==> config.mk <==
export PLATFORM = sky130hd
export DESIGN_NAME = float_max_scheduler
export DESIGN_NICKNAME = d
export VERILOG_FILES = /design/src/rtl/float_max_scheduler.sv
export SDC_FILE = /design/constraint.sdc
export NUM_CORES = 1
export LEC_CHECK = 0
export BUFFER_PORTS_ARGS = -buffer_cell sky130_fd_sc_hd__buf_4
export CAP_MARGIN = 20
export CORE_ASPECT_RATIO = 1.2
export CORE_UTILIZATION = 45
export DETAILED_ROUTE_END_ITERATION = 6
export HOLD_SLACK_MARGIN = 0.15
export PLACE_DENSITY_LB_ADDON = 0.05
export SLEW_MARGIN = 20
export SYNTH_ARGS = -nofsm -noshare
export SYNTH_HDL_FRONTEND = slang
export SYNTH_HIERARCHICAL = 1
export SYNTH_SLANG_ARGS = --single-unit
export TNS_END_PERCENT = 10
==> constraint.sdc <==
create_clock -name clk -period 3.9 [get_ports clk]
set_clock_uncertainty 0.15 [all_clocks]
set_input_delay 0.39 -clock clk [delete_from_list [all_inputs] [get_ports clk]]
set_output_delay 0.39 -clock clk [all_outputs]
set_load 0.05 [all_outputs]
==> src/rtl/float_max_scheduler.sv <==
// Streams a block of sign/exp/frac floats through one shared comparator and
// reports the block maximum, its index and a one-cycle done pulse.

module float_greater_than (
    input  logic       a_sign,
    input  logic [3:0] a_exp,
    input  logic [7:0] a_frac,
    input  logic       b_sign,
    input  logic [3:0] b_exp,
    input  logic [7:0] b_frac,
    output logic       gt
);
    logic [11:0] w_a_mag;
    logic [11:0] w_b_mag;

    assign w_a_mag = {a_exp, a_frac};
    assign w_b_mag = {b_exp, b_frac};

    // Sign-magnitude order: for negatives the smaller magnitude is the larger value.
    always_comb begin
        if (a_sign != b_sign) gt = ~a_sign;
        else if (a_sign)      gt = (w_a_mag < w_b_mag);
        else                  gt = (w_a_mag > w_b_mag);
    end
endmodule

module float_max_scheduler #(
    parameter int IDX_W = 4
) (
    input  logic             clk,
    input  logic             rst,
    input  logic             start,
    input  logic [IDX_W-1:0] len,
    input  logic             in_valid,
    output logic             in_ready,
    input  logic             in_sign,
    input  logic [3:0]       in_exp,
    input  logic [7:0]       in_frac,
    output logic             busy,
    output logic             done,
    output logic             max_sign,
    output logic [3:0]       max_exp,
    output logic [7:0]       max_frac,
    output logic [IDX_W-1:0] max_idx
);
    // IDLE: wait for start | FIRST: load element 0 | RUN: compare the rest | DONE: result pulse
    typedef enum logic [1:0] {S_IDLE, S_FIRST, S_RUN, S_DONE} state_t;

    state_t           r_state;
    state_t           w_next;
    logic [IDX_W-1:0] r_len;
    logic [IDX_W-1:0] r_cnt;
    logic             r_max_sign;
    logic [3:0]       r_max_exp;
    logic [7:0]       r_max_frac;
    logic [IDX_W-1:0] r_max_idx;
    logic             w_accept;
    logic             w_gt;
    logic             w_last;

    float_greater_than u_cmp (
        .a_sign (in_sign),
        .a_exp  (in_exp),
        .a_frac (in_frac),
        .b_sign (r_max_sign),
        .b_exp  (r_max_exp),
        .b_frac (r_max_frac),
        .gt     (w_gt)
    );

    assign w_accept = in_valid & in_ready;
    assign w_last   = (r_cnt == r_len);

    always_comb begin
        w_next   = r_state;
        in_ready = 1'b0;
        busy     = 1'b0;
        done     = 1'b0;
        case (r_state)
            S_IDLE: begin
                if (start) w_next = S_FIRST;
            end
            S_FIRST: begin
                in_ready = 1'b1;
                busy     = 1'b1;
                if (w_accept) w_next = (r_len == '0) ? S_DONE : S_RUN;
            end
            S_RUN: begin
                in_ready = 1'b1;
                busy     = 1'b1;
                if (w_accept && w_last) w_next = S_DONE;
            end
            S_DONE: begin
                done   = 1'b1;
                w_next = S_IDLE;
            end
            default: w_next = S_IDLE;
        endcase
    end

    always_ff @(posedge clk) begin
        if (rst) begin
            r_state    <= S_IDLE;
            r_len      <= '0;
            r_cnt      <= '0;
            r_max_sign <= 1'b0;
            r_max_exp  <= 4'h0;
            r_max_frac <= 8'h00;
            r_max_idx  <= '0;
        end else begin
            r_state <= w_next;
            case (r_state)
                S_IDLE: begin
                    if (start) begin
                        r_len <= len;
                        r_cnt <= '0;
                    end
                end
                S_FIRST: begin
                    if (w_accept) begin
                        r_max_sign <= in_sign;
                        r_max_exp  <= in_exp;
                        r_max_frac <= in_frac;
                        r_max_idx  <= '0;
                        r_cnt      <= {{(IDX_W-1){1'b0}}, 1'b1};
                    end
                end
                S_RUN: begin
                    if (w_accept) begin
                        if (w_gt) begin
                            r_max_sign <= in_sign;
                            r_max_exp  <= in_exp;
                            r_max_frac <= in_frac;
                            r_max_idx  <= r_cnt;
                        end
                        // Hold the count on the final accept so it never wraps.
                        if (!w_last) r_cnt <= r_cnt + 1'b1;
                    end
                end
                default: ;
            endcase
        end
    end

    assign max_sign = r_max_sign;
    assign max_exp  = r_max_exp;
    assign max_frac = r_max_frac;
    assign max_idx  = r_max_idx;
endmodule

Yosys cells after proc, flatten, opt, wreduce, memory -nomap -nowiden:

Cells that the tools add are included.

* eq/ne operators: 11
* bitwise gates (word level): 2
* reductions and logical operators: 10
* muxes and demuxes: 30
* order comparisons: 2
* $add $sub $neg: 1

Operators by type and width (count)
* $mux W4: 10
* $mux W8: 3
* $pmux W4 S2: 2
* $pmux W8 S2: 1
* $gt A12 B12 Y1: 1
* $lt A12 B12 Y1: 1
* $pmux W4 S3: 1
* $ne A2 B2 Y1 const B: 5
* $mux W1: 8
* $pmux W2 S4: 1
* $mux W2: 3
* $reduce_and A5 Y1: 1
* $add A4 B1 Y4 const B: 1
* $eq A2 B2 Y1 const B: 2
* $eq A4 B4 Y1: 1
* $logic_not A4 Y1: 1
* $reduce_and A4 Y1: 1
* $reduce_and A3 Y1: 1
* $reduce_bool A3 Y1: 1
* $eq A2 B1 Y1 const B: 1
* $logic_not A2 Y1: 1
* $ne A2 B1 Y1 const B: 1
* $pmux W1 S2: 1
* $reduce_and A2 Y1: 1
* 6 further kinds: 6

* register bits after elaboration: 27
* word-level logic and storage cells: 63
* output and inout port bits: 20

Logic depth before layout (Yosys ltp):

* word-level depth: 7
* mapped depth: 13
* gate-level depth less buffers: 11

Hierarchy:

Netlist, hierarchy kept.

Modules (own cells, without submodules)
* float_max_scheduler: sequential area each 540.5 um^2, instances 1, area an instance 1340.0 um^2, cells each 141
* float_greater_than: sequential area each 0.0 um^2, instances 1, area an instance 335.3 um^2, cells each 47

Worst setup path before layout:

OpenSTA, ideal clock, no wires.

* path type: register -> register
* start point: reg r_max_exp[1] (netlist: max_exp[1])
* end point: reg r_max_sign (netlist: max_sign)
* period minus slack after synthesis: 2.991 ns
* stages on the path, launching flop included: 14
* data required time: 3.622 ns
* setup slack: 0.909 ns
* data arrival time: 2.713 ns
* setup time: 0.128 ns
* cells stage by stage: dfxtp_1 > inv_1 > ha_1 > a21o_1 > a21o_1 > a221oi_2 > a211o_1 > nand3b_1 > and3_1 > o21ai_1 > buf_4 > buf_6 > mux2i_1 > nor2_1

* word-level cells in the longest chain between the ends: 5

RTL lines
* start: declaration: RTL line 54 `logic [3:0] r_max_exp;`
* start signal: assignment: RTL line 122 `r_max_exp <= in_exp;`
* start signal: assignment: RTL line 132 `r_max_exp <= in_exp;`
* $gt A12 B12 Y1 / $lt A12 B12 Y1 (equally long branches): RTL line 23, 22
* $mux W1 (*): RTL line 22 `else if (a_sign) gt = (w_a_mag < w_b_mag);`
* $mux W1 (*): RTL line 21 `if (a_sign != b_sign) gt = ~a_sign;`
* named net w_gt: RTL line 58 `logic w_gt;`
* $ne A2 B1 Y1 (no source line) (*)
* $reduce_and A4 Y1 (no source line) (*)
* end signal: assignment: RTL line 121 `r_max_sign <= in_sign;`
* end signal: assignment: RTL line 131 `r_max_sign <= in_sign;`
* end: declaration: RTL line 53 `logic r_max_sign;`

Mark *: on every way through the listed nets, which the timed path passes. The rest lies on a longest branch.
A chain may end at the register's enable or synchronous reset.

Final worst setup path:

* start point: reg r_max_exp[1] (netlist: max_exp[1])
* end point: reg r_max_frac[3] (netlist: max_frac[3])

* word-level cells in the longest chain between the ends: 5

RTL lines
* $gt A12 B12 Y1 / $lt A12 B12 Y1 (equally long branches): RTL line 23, 22
* $mux W1 (*): RTL line 22
* $mux W1 (*): RTL line 21
* named net w_gt: RTL line 58
* $ne A2 B1 Y1 (no source line) (*)
* $reduce_and A4 Y1 (no source line) (*)
* end signal: assignment: RTL line 123 `r_max_frac <= in_frac;`
* end signal: assignment: RTL line 133 `r_max_frac <= in_frac;`
* end: declaration: RTL line 55 `logic [7:0] r_max_frac;`

Marks and branches as above.

==> impl_summary.log <==
[metrics] count of hold-fix buffers inserted at cts: 0
[metrics] TritonCTS clock tree: done
[metrics] clock transition at the registers of the reported paths: 0.09 ns
[metrics] class of the most critical setup path: reg2reg
[metrics] count of maximum capacitance violations: 0
[metrics] Yosys Warn Count: 6
[metrics] grt ovf: 0
[metrics] wire length reported by the detailed router: 3582 um
[metrics] Startpoint Class: flip-flop
[metrics] post-CTS repair timing setup buffer count: 0
[metrics] Seq cells post-synth: 27
[metrics] proportion of synthesized chip area in sequential cells: roughly a third
[metrics] highest-utilization routing layer at the global route stage: met2
[metrics] power per cell area: 609.8 nW/um^2
[metrics] worst hold-check path type: in2reg
[metrics] count of TritonRoute iterations in the first routing pass: 7
[metrics] synthesis-to-layout area growth: 21.58%
[metrics] unrepaired setup endpoints after global routing: no
[metrics] Cells after Synth: 188
[metrics] Num Clock Sinks: 27
[metrics] library cells used by synthesis: 38
[metrics] floorplan row count: 23
[metrics] height of the chip: 68.84 um
[metrics] count of endpoints failing hold in the final timing report: 0
[metrics] via count: 1419
[metrics] # diodes: 0
[metrics] overall routing resource usage: between 15 and 20%
[metrics] Post-Synthesis Net Count: 227
[metrics] maximum level of the CTS H-tree: 1
[metrics] Cell Area, Synth: 1675 um^2
[metrics] post-cts sizing count: 0
[metrics] Min Clock Period, post-route: 3.024 ns
[metrics] number of filler instances in the final layout: 323
[metrics] cell type with the highest aggregate area in the netlist: sky130_fd_sc_hd__dfxtp_1
[metrics] final worst path period share: 77.54%
[metrics] via density per instance: between 5 and 6
[metrics] measured slew at the worst slew-check pin: around 0.56 ns
[metrics] result of the run: finished with violations
[metrics] area of the core: 3453 um^2
[metrics] Clk Latency, worst-skew pair: 0.28 ns
[metrics] DR WL/cell: 13.62 um
[metrics] DPL Wire Length: 2762 um
[metrics] clock buffers created by TritonCTS: 3
[metrics] largest net degree at the start of global routing: 32
[metrics] maximum clock path buffer count: 2
[metrics] syn avg cell area: roughly 9 um^2
[metrics] met3 track demand over resource in global routing: 2.985%
[metrics] GR met2 Demand/Resource: 39.39%
[metrics] area share of the largest cell type after synthesis: 32.26%
[metrics] peak supply drop: 0.4442 mV
[metrics] largest cells by area after synthesis: sky130_fd_sc_hd__dfxtp_1 (32%), sky130_fd_sc_hd__ha_1 (13%), sky130_fd_sc_hd__mux2i_1 (11%)
[metrics] buffer cell driving the clock tree root: sky130_fd_sc_hd__clkbuf_8
[metrics] area enclosed by the die boundary: around 4000 um^2
[metrics] Routability Congestion: 0.7284
[metrics] final standard cell count with taps included and fillers excluded: between 200 and 300
[metrics] I/O pin cnt: 41
[metrics] Worst Path Max Fanout: 12
[metrics] critical path capture point type: flip-flop
[metrics] initial antenna violation count: 0
[metrics] post-route total power: roughly 1.2 mW
[metrics] area of the multi-input gates: 1030 um^2
[metrics] via count of the first global-routing pass: 1351
[metrics] worst path arrival time: about 3 ns
[metrics] count of pins over their slew limit: 0
[metrics] post-route worst hold slack: 0.1996 ns
[metrics] final number of setup-violating endpoints: 0
[metrics] Storage cell area: 540.5 um^2
[metrics] headroom to the max-slew limit: 62.40%
[metrics] first-pass GRT wire length: approximately 6000 um
[metrics] die width: 57.70 um
[metrics] met1 usage: between 20% and 30%
[metrics] cell count after placement: 259
[metrics] initial core utilization: 48.51%
[metrics] residual antenna-violating net count after detailed routing: 0
[metrics] Starting DRT DRC Count: 40
[metrics] leakage: 0.9810 nW
[metrics] Total Neg Setup Slack: 0 ns
[metrics] # port buffers: 40
[metrics] violated checks: design-rule violations
[metrics] net count of the finished layout: 266
[metrics] endpoint required time on the critical path: 3.92 ns
[metrics] layout cell share with drive strength beyond 1: ~23%
[metrics] maximum achievable frequency: 330.7 MHz
[metrics] number of design rule violations left after detail routing: 2
-- power by group --
part	leakage (nW)	internal, mW	switching, mW
Clock	0.0228	0.0734	0.0905
Combinational	0.739	0.267	0.452
Sequential	0.219	0.318	0.0413
Total	0.981	0.659	0.584
-- synth_stat cells, drive strengths merged --
cell type,instances
a2111oi,1
a211o,2
a211oi,2
a21o,3
a21oi,10
a221oi,2
a31oi,1
and2,4
and3,1
and4,2
buf,3
clkbuf,4
dfxtp,27
ha,18
inv,18
mux2i,19
nand2,11
nand2b,6
nand3,6
nand3b,1
nand4,4
nand4b,1
nor2,19
nor2b,2
nor3,5
nor4,1
o21ai,3
o21bai,2
o31ai,1
o32ai,2
or2b,2
or4b,1
xnor2,4
-- layer usage --
layer | vias to the layer above | wire (um)
met1 | 649 | 1469
met4 | 0 | 33
met2 | 33 | 1934
li1 | 733 | -
met3 | 4 | 145
met5 | - | 0
-- placed cells by master (no fill, tap or decap), types with 2 or more instances in the layout --
| cell type | synthesis | final |
|---|---|---|
| sky130_fd_sc_hd__a21o_1 | 3 | 3 |
| sky130_fd_sc_hd__nand4_1 | 4 | 4 |
| sky130_fd_sc_hd__buf_4 | 2 | 41 |
| sky130_fd_sc_hd__clkbuf_8 | 0 | 3 |
| sky130_fd_sc_hd__ha_1 | 18 | 18 |
| sky130_fd_sc_hd__dfxtp_1 | 27 | 27 |
| sky130_fd_sc_hd__nor2b_1 | 2 | 2 |
| sky130_fd_sc_hd__a211o_1 | 2 | 2 |
| sky130_fd_sc_hd__and2_1 | 3 | 3 |
| sky130_fd_sc_hd__nand2_1 | 11 | 11 |
| sky130_fd_sc_hd__or2b_1 | 2 | 2 |
| sky130_fd_sc_hd__mux2i_1 | 19 | 19 |
| sky130_fd_sc_hd__a211oi_1 | 2 | 2 |
| sky130_fd_sc_hd__xnor2_1 | 3 | 3 |
| sky130_fd_sc_hd__nor3_1 | 5 | 5 |
| sky130_fd_sc_hd__a221oi_2 | 2 | 2 |
| sky130_fd_sc_hd__inv_1 | 18 | 18 |
| sky130_fd_sc_hd__a21oi_1 | 10 | 10 |
| sky130_fd_sc_hd__nand2b_1 | 6 | 6 |
| sky130_fd_sc_hd__nor2_1 | 19 | 19 |
| sky130_fd_sc_hd__o32ai_1 | 2 | 2 |
| sky130_fd_sc_hd__o21bai_1 | 2 | 2 |
| sky130_fd_sc_hd__nand3_1 | 6 | 6 |
-- sequential cells by signal, summed over array words and instances (netlist names) --
register  flops
max_sign      1
max_exp       4
r_state       2
r_len         4
max_frac      8
max_idx       4
r_cnt         4
-- area by class of cell --
class                   count  area share (%)
clock buffers               4           2.211
inverters                  18           3.317
multi-input cells         136           50.55
flip-flops and latches     27           26.54
well taps                  37           2.273
repair buffers             41           15.11
-- per-stage QoR --
stage	setup slack [ns]	cell area, um^2	util [%]
final	0.8760	2037	58.99
after global routing	0.6669	2037	58.99
after CTS	0.8550	2037	58.99
after detailed placement	0.7466	1992	57.68
after global placement	0.8468	1992	57.68
after floorplan	0.9090	1675	-
-- worst paths after layout --
path	slack, ns	cells after the start	to	start
max reg2reg	0.88	12	max_frac[3]	max_exp[1]
min reg2reg	0.34	2	r_len[0]	r_len[0]
min	0.20	3	max_frac[2]	in_frac[2]
max	0.88	12	max_frac[3]	max_exp[1]
-- cell families after synthesis --
group / count (synthesis) / synth area share (%)
XOR/XNOR: 4 / 2.540
AO/OA/AOI/OAI: 29 / 13.37
flip-flops: 27 / 32.26
adder cells (fa/ha/maj): 18 / 13.44
multiplexers: 19 / 11.35
AND/OR/NAND/NOR: 66 / 20.54
buffers and inverters: 25 / 6.497
-- worst max-delay path: stages (launching register included) --
cell,delay [ns]
sky130_fd_sc_hd__dfxtp_1,0.36
sky130_fd_sc_hd__inv_1,0.05
sky130_fd_sc_hd__ha_1,0.30
sky130_fd_sc_hd__a21o_1,0.16
sky130_fd_sc_hd__a21o_1,0.18
sky130_fd_sc_hd__a221oi_2,0.33
sky130_fd_sc_hd__a211o_1,0.18
sky130_fd_sc_hd__nand3b_1,0.08
sky130_fd_sc_hd__and3_1,0.19
sky130_fd_sc_hd__o21ai_2,0.33
sky130_fd_sc_hd__buf_4,0.32
sky130_fd_sc_hd__mux2i_1,0.23
sky130_fd_sc_hd__nor2_1,0.05
No activity file was read; power rests on OpenSTA's default activity.
